[src/rtl/stack_pace_controller.sv]
// Stacker game sequencer: engine reset, move-tick pacing that speeds up per completed line,
// drop edge strobes, line counting and win/lose latching. All outputs are registered.
module stack_pace_controller #(
  parameter int BASE_PERIOD   = 24,
  parameter int STEP          = 2,
  parameter int MIN_PERIOD    = 6,
  parameter int NUM_LINES     = 8,
  parameter int SETTLE_CYCLES = 4,
  parameter int CNT_W         = 16
) (
  input  logic       clk,
  input  logic       rstBtn,
  input  logic       startBtn,
  input  logic       dropBtn,
  input  logic       EOG,
  output logic       timer,
  output logic       dropPulse,
  output logic       engineRst,
  output logic [3:0] lineCount,
  output logic       gameOver,
  output logic       gameWon
);

  localparam int PW = CNT_W + 4;
  localparam int SW = (SETTLE_CYCLES > 1) ? $clog2(SETTLE_CYCLES) : 1;

  typedef enum logic [2:0] {
    S_IDLE,
    S_ARM,
    S_PLAY,
    S_SETTLE,
    S_LOSE,
    S_WIN
  } state_t;

  state_t           state_q, state_d;
  logic [CNT_W-1:0] cnt_q, cnt_d;
  logic [SW-1:0]    settle_q, settle_d;
  logic             eog_seen_q, eog_seen_d;
  logic [3:0]       line_q, line_d;
  logic [3:0]       line_inc;
  logic             start_prev_q, drop_prev_q;
  logic             timer_q, timer_d;
  logic             drop_pulse_q, drop_pulse_d;
  logic             engine_rst_q, engine_rst_d;
  logic             game_over_q, game_over_d;
  logic             game_won_q, game_won_d;
  logic             start_edge, drop_edge;

  // Returns period(n)-1, clamped to the floor without wrapping when n*STEP exceeds the base.
  function automatic logic [CNT_W-1:0] period_m1(input logic [3:0] n);
    logic [PW-1:0] dec;
    logic [PW-1:0] base;
    logic [PW-1:0] minp;
    logic [PW-1:0] p;
    dec  = PW'(n) * PW'(STEP);
    base = PW'(BASE_PERIOD);
    minp = PW'(MIN_PERIOD);
    if ((dec >= base) || ((base - dec) < minp)) begin
      p = minp;
    end else begin
      p = base - dec;
    end
    return CNT_W'(p - PW'(1));
  endfunction

  assign start_edge = startBtn & ~start_prev_q;
  assign drop_edge  = dropBtn & ~drop_prev_q;

  always_comb begin
    state_d      = state_q;
    cnt_d        = cnt_q;
    settle_d     = settle_q;
    eog_seen_d   = eog_seen_q;
    line_d       = line_q;
    timer_d      = 1'b0;
    drop_pulse_d = 1'b0;
    line_inc     = (line_q >= 4'(NUM_LINES)) ? 4'(NUM_LINES) : line_q + 4'd1;

    case (state_q)
      S_IDLE, S_LOSE, S_WIN: begin
        if (start_edge) begin
          state_d = S_ARM;
          line_d  = '0;
        end
      end
      S_ARM: begin
        cnt_d   = period_m1(4'd0);
        state_d = S_PLAY;
      end
      S_PLAY: begin
        if (drop_edge) begin
          drop_pulse_d = 1'b1;
          settle_d     = SW'(SETTLE_CYCLES - 1);
          eog_seen_d   = 1'b0;
          state_d      = S_SETTLE;
        end else if (EOG) begin
          state_d = S_LOSE;
        end else begin
          cnt_d = (cnt_q == '0) ? period_m1(line_q) : cnt_q - CNT_W'(1);
          // Registered tick lands in the cycle where the counter reads zero.
          timer_d = (cnt_d == '0);
        end
      end
      S_SETTLE: begin
        eog_seen_d = eog_seen_q | EOG;
        if (settle_q == '0) begin
          if (eog_seen_q | EOG) begin
            state_d = S_LOSE;
          end else begin
            line_d = line_inc;
            if (line_inc == 4'(NUM_LINES)) begin
              state_d = S_WIN;
            end else begin
              cnt_d   = period_m1(line_inc);
              timer_d = (cnt_d == '0);
              state_d = S_PLAY;
            end
          end
        end else begin
          settle_d = settle_q - SW'(1);
        end
      end
      default: state_d = S_IDLE;
    endcase

    // Engine stays out of reset in LOSE/WIN so its display freezes on the final board.
    engine_rst_d = (state_d != S_IDLE) && (state_d != S_ARM);
    game_over_d  = (state_d == S_LOSE);
    game_won_d   = (state_d == S_WIN);
  end

  always_ff @(posedge clk) begin
    if (!rstBtn) begin
      state_q      <= S_IDLE;
      cnt_q        <= '0;
      settle_q     <= '0;
      eog_seen_q   <= 1'b0;
      line_q       <= '0;
      start_prev_q <= 1'b0;
      drop_prev_q  <= 1'b0;
      timer_q      <= 1'b0;
      drop_pulse_q <= 1'b0;
      engine_rst_q <= 1'b0;
      game_over_q  <= 1'b0;
      game_won_q   <= 1'b0;
    end else begin
      state_q      <= state_d;
      cnt_q        <= cnt_d;
      settle_q     <= settle_d;
      eog_seen_q   <= eog_seen_d;
      line_q       <= line_d;
      start_prev_q <= startBtn;
      drop_prev_q  <= dropBtn;
      timer_q      <= timer_d;
      drop_pulse_q <= drop_pulse_d;
      engine_rst_q <= engine_rst_d;
      game_over_q  <= game_over_d;
      game_won_q   <= game_won_d;
    end
  end

  assign timer     = timer_q;
  assign dropPulse = drop_pulse_q;
  assign engineRst = engine_rst_q;
  assign lineCount = line_q;
  assign gameOver  = game_over_q;
  assign gameWon   = game_won_q;

endmodule

[config.mk]
export PLATFORM = sky130hd
export DESIGN_NAME = stack_pace_controller
export DESIGN_NICKNAME = d
export VERILOG_FILES = /design/src/rtl/stack_pace_controller.sv
export SDC_FILE = /design/constraint.sdc
export NUM_CORES = 1
export LEC_CHECK = 0
export CAP_MARGIN = 40
export CORE_MARGIN = 3
export CORE_UTILIZATION = 50
export DETAILED_ROUTE_END_ITERATION = 16
export PLACE_DENSITY_LB_ADDON = 0.12
export SYNTH_ARGS = -nofsm -noshare
export SYNTH_HDL_FRONTEND = slang
export SYNTH_SLANG_ARGS = --single-unit
[constraint.sdc]
create_clock -name clk -period 3.8 [get_ports clk]
set_input_delay 0.57 -clock clk [delete_from_list [all_inputs] [get_ports clk]]
set_output_delay 0.57 -clock clk [all_outputs]
set_load 0.005 [all_outputs]
======== Word level (Yosys, flattened, before mapping) ========
Cells that the tools add are included.
W data, S select, Z words.
storage, ports and cells
  register bits after elaboration ......... 33
  input bits .............................. 5
  output and inout bits ................... 9
  logic and storage cells ................. 104
operators by class
  add/sub/neg operators ................... 7
  $lt $le $gt $ge ......................... 5
  equality and inequality tests ........... 17
  mux-type cells .......................... 40
  bitwise operators ....................... 5
  reductions and logical operators ........ 18
operators by type and width
  kind                     count
  $mux W16                 15
  $logic_not A16 Y1        3
  $pmux W16 S3             1
  $sub A16 B1 Y16 const B  3
  $lt A20 B3 Y1 const B    2
  $mux W3                  6
  $mux W4                  4
  $ne A2 B2 Y1 const B     8
  $eq A3 B3 Y1 const B     4
  $pmux W3 S4              1
  $sub A5 B5 Y6 const A    2
  $ge A5 B5 Y1 const B     2
  $pmux W4 S2              1
  $mux W1                  7
  $eq A3 B2 Y1 const B     2
  $reduce_and A6 Y1        1
  $reduce_bool A3 Y1       2
  $add A4 B1 Y4 const B    1
  $eq A4 B4 Y1 const B     1
  $ge A4 B4 Y1 const B     1
  $mux W2                  2
  $pmux W1 S2              2
  $pmux W2 S2              1
  $reduce_and A2 Y1        2
  other kinds (14)         18

======== Longest topological paths before layout ========
  depth after elaboration ................. 16
  gate-level depth with buffers ........... 13

======== Least setup slack after synthesis ========
Ideal clock, no wire load.
  kind .................................... flip-flop to flip-flop
  start point ............................. register line_q[0] (netlist: lineCount[0])
  end point ............................... register cnt_q[2]
  arrival ................................. 2.956 ns
  setup slack ............................. 0.773 ns
  cell stages (with the launch flop) ...... 14
  buffers on the path ..................... 2
  period minus slack after synthesis ...... 3.027 ns
  cells stage by stage .................... dfxtp_1 -> clkbuf_1 -> inv_1 -> ha_1 -> nor2b_1 -> buf_2 -> o21ai_0 -> a31oi_1 -> ha_1 -> or4_1 -> mux2i_1 -> a311oi_1 -> a221o_2 -> a21oi_1
on the way
  word-level cells in the longest chain between the ends .. 15
RTL lines
  item                                           RTL line  RTL
  start: declaration                             40        logic [3:0] line_q, line_d;
  start signal: assignment                       152       line_q <= line_d;
  $add A4 B1 Y4 or $ge A4 B4 Y1 (tied branches)  78        line_inc = (line_q >= 4'(NUM_LINES)) ? 4'(NUM_LINES) : line_q + 4'd1;
  $mux W4                                        78
  $sub A5 B5 Y6                                  59, 62
  $lt A20 B3 Y1                                  59        if ((dec >= base) || ((base - dec) < minp)) begin
  $logic_or A1 B1 Y1                             59
  $mux W16                                       59
  $mux W16                                       112       if (line_inc == 4'(NUM_LINES)) begin
  $mux W16                                       108       if (eog_seen_q | EOG) begin
  $mux W16                                       107       if (settle_q == '0) begin
  $mux W16                                       80        case (state_q)
  $sub A16 B1 Y16                                64        return CNT_W'(p - PW'(1));
  $mux W16                                       112
  $mux W16                                       108
  $mux W16                                       107
  $pmux W16 S3                                   80
  end signal: assignment                         149       cnt_q <= cnt_d;
  end: declaration                               37        logic [CNT_W-1:0] cnt_q, cnt_d;
Several ways; a longest one is shown, not always the timed one. The select of a mux whose other input is x is not followed.
A chain may end at the register's enable or synchronous reset.

======== Final worst setup path ========
  start point ............................. register cnt_q[6]
  end point ............................... register cnt_q[2]
on the way
  word-level cells in the longest chain between the ends .. 5
RTL lines
  item               RTL line  RTL
  $logic_not A16 Y1  100       cnt_d = (cnt_q == '0) ? period_m1(line_q) : cnt_q - CNT_W'(1);
  $mux W16           100
  $mux W16           97        end else if (EOG) begin
  $mux W16           92        if (drop_edge) begin
  $pmux W16 S3       80
No other way between the ends. The select of a mux whose other input is x is not followed.

==> results.toml <==
[min_path]
hp-class = "reg -> reg"

[finish]
utilization_pct = 62.0
n_antenna_cell = 0
drive_above_1_share_pct = 9.65
syn_to_final_growth_pct = 14.0
nNetsFinal = 325

[floorplan]
start_util_pct = 54.4
core-area_mm2 = 0.00417
die_area_mm2 = 0.00538
die_h_um = 73.4
io_pins = 14
rows = 23
die_w_um = 73.4

[cts]
clkTransAtPathRegs_ns = 0.07
clkLatencyLatePin_ns = 0.29
ctsResizeCount = 0
post-cts-setup-buffer-count = 0
clock_path_buffers = 2
cts_max_level = 2
cts_buffers = 5
cts-hold-fix-buffers = 0
cts_tree = "built"
root_buffer = "clkbuf_8"
clkSinkCount = 33

[synthesis]
synth.distinct_cells = 59
synth_edf_count = 0
synth_area_leader_cell = "dfxtp_1"
seq_area_frac_synth_pct = 29.1
netlist_instances = 295
synth_top_area_share_pct = 29.1
synthFlopType = "dfxtp_1"
synth_area_leaders = "dfxtp_1 29%, ha_1 5.5%, a21oi_1 4.4%"
synth_seq_cells = 33
synthesis.area_mm2 = 0.00227
yosysWarnings = 0
syn_avg_cell_area_um2 = 7.69
async_reset_ff_share_pct = 0

[routing]
drtAntennaViolNets = 0
avgViaCountPerCell = 6.35
drtPass1Iterations = 5
drt_iter0_markers = 211
drt_wl_total_mm = 6.01
post_drt_wl_per_cell_um = 16.7
via_count = 2293
drc = 0

[place]
globalplace.congestion = 0.920
port_buffers = 13
dp_hpwl_mm = 4.28

[setup_path]
path_max_fanout = 7
cpLargestDelayFamily = "simple AND/OR/NAND/NOR gates"
critPathKind = "reg -> reg"
path_buf_inv = 0
end_kind = "register"
critPathArrivalTime_ns = 3.57
startpoint_type = "register"
slowest_stage = "or4_4"
slowest_delay_ns = 0.59
cp.required_ns = 4.02
cp_cell_sequence = "or4_4 > nor4_2 > a31oi_1 > ha_1 > or4_1 > mux2i_1 > a311oi_1 > a221o_2 > a21oi_1"

[timing]
slew_headroom_pct = 50.8
period_share_pct = 88.1
tns_ns = 0
hold_viol_final = 0
skew_ns = 0.00670
rsz0062_at_grt = "no"
fmax_mhz = 299
min_period_ns = 3.35
tightest_slew_ns = 0.736
slew_viol_final = 0
setup_viol = 0

[power_and_ir_drop]
combinationalPowerShare_pct = 29.2
power_density_mw_per_mm2 = 398
power.switching_mw = 0.342
power_switching_share_pct = 33.2
cellInternalPower_mw = 0.688
pwr-share-clk_pct = 34.1
pwr-share-seq_pct = 36.7
ir_drop_mv = 0.245
p_leak_nw = 0.985

[global_route]
grt_max_degree = 21
grt_pass1_wl_mm = 10.3
grt_pass1_vias = 2154
overflow = 0
grt_use_total_pct = 24.5
grt_antenna_before_repair = 0

[outcome]
status = "finished, final reports clean"

[flow_run]
maxCapViolations = 0
flip-flops by register name, indices dropped and copies added, names as in the netlist:
signal,count
eog_seen_q,1
settle_q,2
gameWon,1
lineCount,4
dropPulse,1
cnt_q,16
start_prev_q,1
state_q,3
engineRst,1
drop_prev_q,1
gameOver,1
timer,1
layout make-up:
class,instances,area (um^2)
Clock buffer,6,82.6
Multi-Input combinational cell,235,1510
Timing Repair Buffer,20,183
Inverter,15,56.3
Fill cell,392,1590
Sequential cell,33,661
Tap cell,50,62.6
Clock inverter,2,37.5
power by group through the flow:
stage	clock (mW)	combinational, mW	sequential (mW)
finish	0.351	0.301	0.378
CTS	0.360	0.296	0.377
detailed placement	0	0.293	0.385
global route	0.375	0.336	0.380
floorplan	0	0.224	0.376
global placement	0	0.292	0.385
logic make-up (layout without fill, tap and decap cells):
| kind of cell | Yosys count | after routing | share of synthesized area [%] |
|---|---|---|---|
| compound gates | 84 | 84 | 26.5 |
| fa+ha+maj | 10 | 10 | 5.51 |
| flops | 33 | 33 | 29.1 |
| xor+xnor | 1 | 1 | 0.386 |
| mux | 3 | 3 | 1.32 |
| buf+inv | 32 | 43 | 5.40 |
| simple gates | 131 | 131 | 31.6 |
| other cells | 1 | 6 | 0.165 |
per-layer routing:
metal  share of wire (%)  track usage, %
met1                  48            34.5
met2                  46            38.1
met3                 5.0            4.51
met4                 1.4            7.24
met5                   0               0
Yosys cell counts, types with 2 or more instances:
cell and n:
a21oi_1 20, dfxtp_1 33, nor2_1 26, mux2i_1 3
a311oi_1 2, nor4b_1 2, a31oi_1 10, a21boi_0 2
a211oi_1 5, clkbuf_1 15, o32ai_1 2, nand3_1 7
o21ai_0 7, ha_1 10, nand4_1 7, buf_2 2
and2_1 3, a22oi_1 3, or2_2 2, or3_1 6
inv_1 15, or4_1 4, nor3_1 16, o211ai_1 4
a21o_1 3, nand2b_1 6, nor4_1 5, nor2b_1 5
and4_1 3, nor3b_1 2, o31a_1 4, o311ai_0 3
nand2_1 26, a2bb2oi_1 2, a41oi_1 3, o2111a_1 2
and3_1 3
per-stage QoR:
stage,setup slack (ns),hold slack (ns),power (mW),instance area [um^2],std cells
after CTS,0.486,0.482,1.03,2590,361
after global placement,0.615,0.463,0.677,2470,353
after floorplan,0.773,0.443,0.601,2290,300
after detailed placement,0.499,0.470,0.678,2470,353
after global routing,0.121,0.533,1.09,2590,361
final,0.453,0.479,1.03,2590,361
path summary, 6_finish.rpt:
path | cells after the start | from | slack, ns | end
setup / recovery | 9 | cnt_q[6] | 0.45 | cnt_q[2]
hold reg to reg | 1 | settle_q[0] | 0.48 | settle_q[0]
hold / removal | 1 | settle_q[0] | 0.48 | settle_q[0]
setup reg to reg | 9 | cnt_q[6] | 0.45 | cnt_q[2]
layout by cell type (no fill, tap or decap), drive strengths merged, types with 3 or more instances in the layout:
cell type,count
o21ai,7
o311ai,3
nor4,7
clkdlybuf4s50,13
and2,3
dfxtp,33
a211oi,5
mux2i,3
buf,7
conb,6
ha,10
a22oi,3
a31oi,10
and3,3
nand3,7
nand2b,6
a21oi,21
o31a,4
o211ai,4
nor2,26
clkbuf,6
or4,6
or3,6
a41oi,3
nand4,7
nand2,26
inv,15
nor2b,5
and4,3
a21o,4
nor3,16
Note: power is estimated with default switching activity, not from simulation.
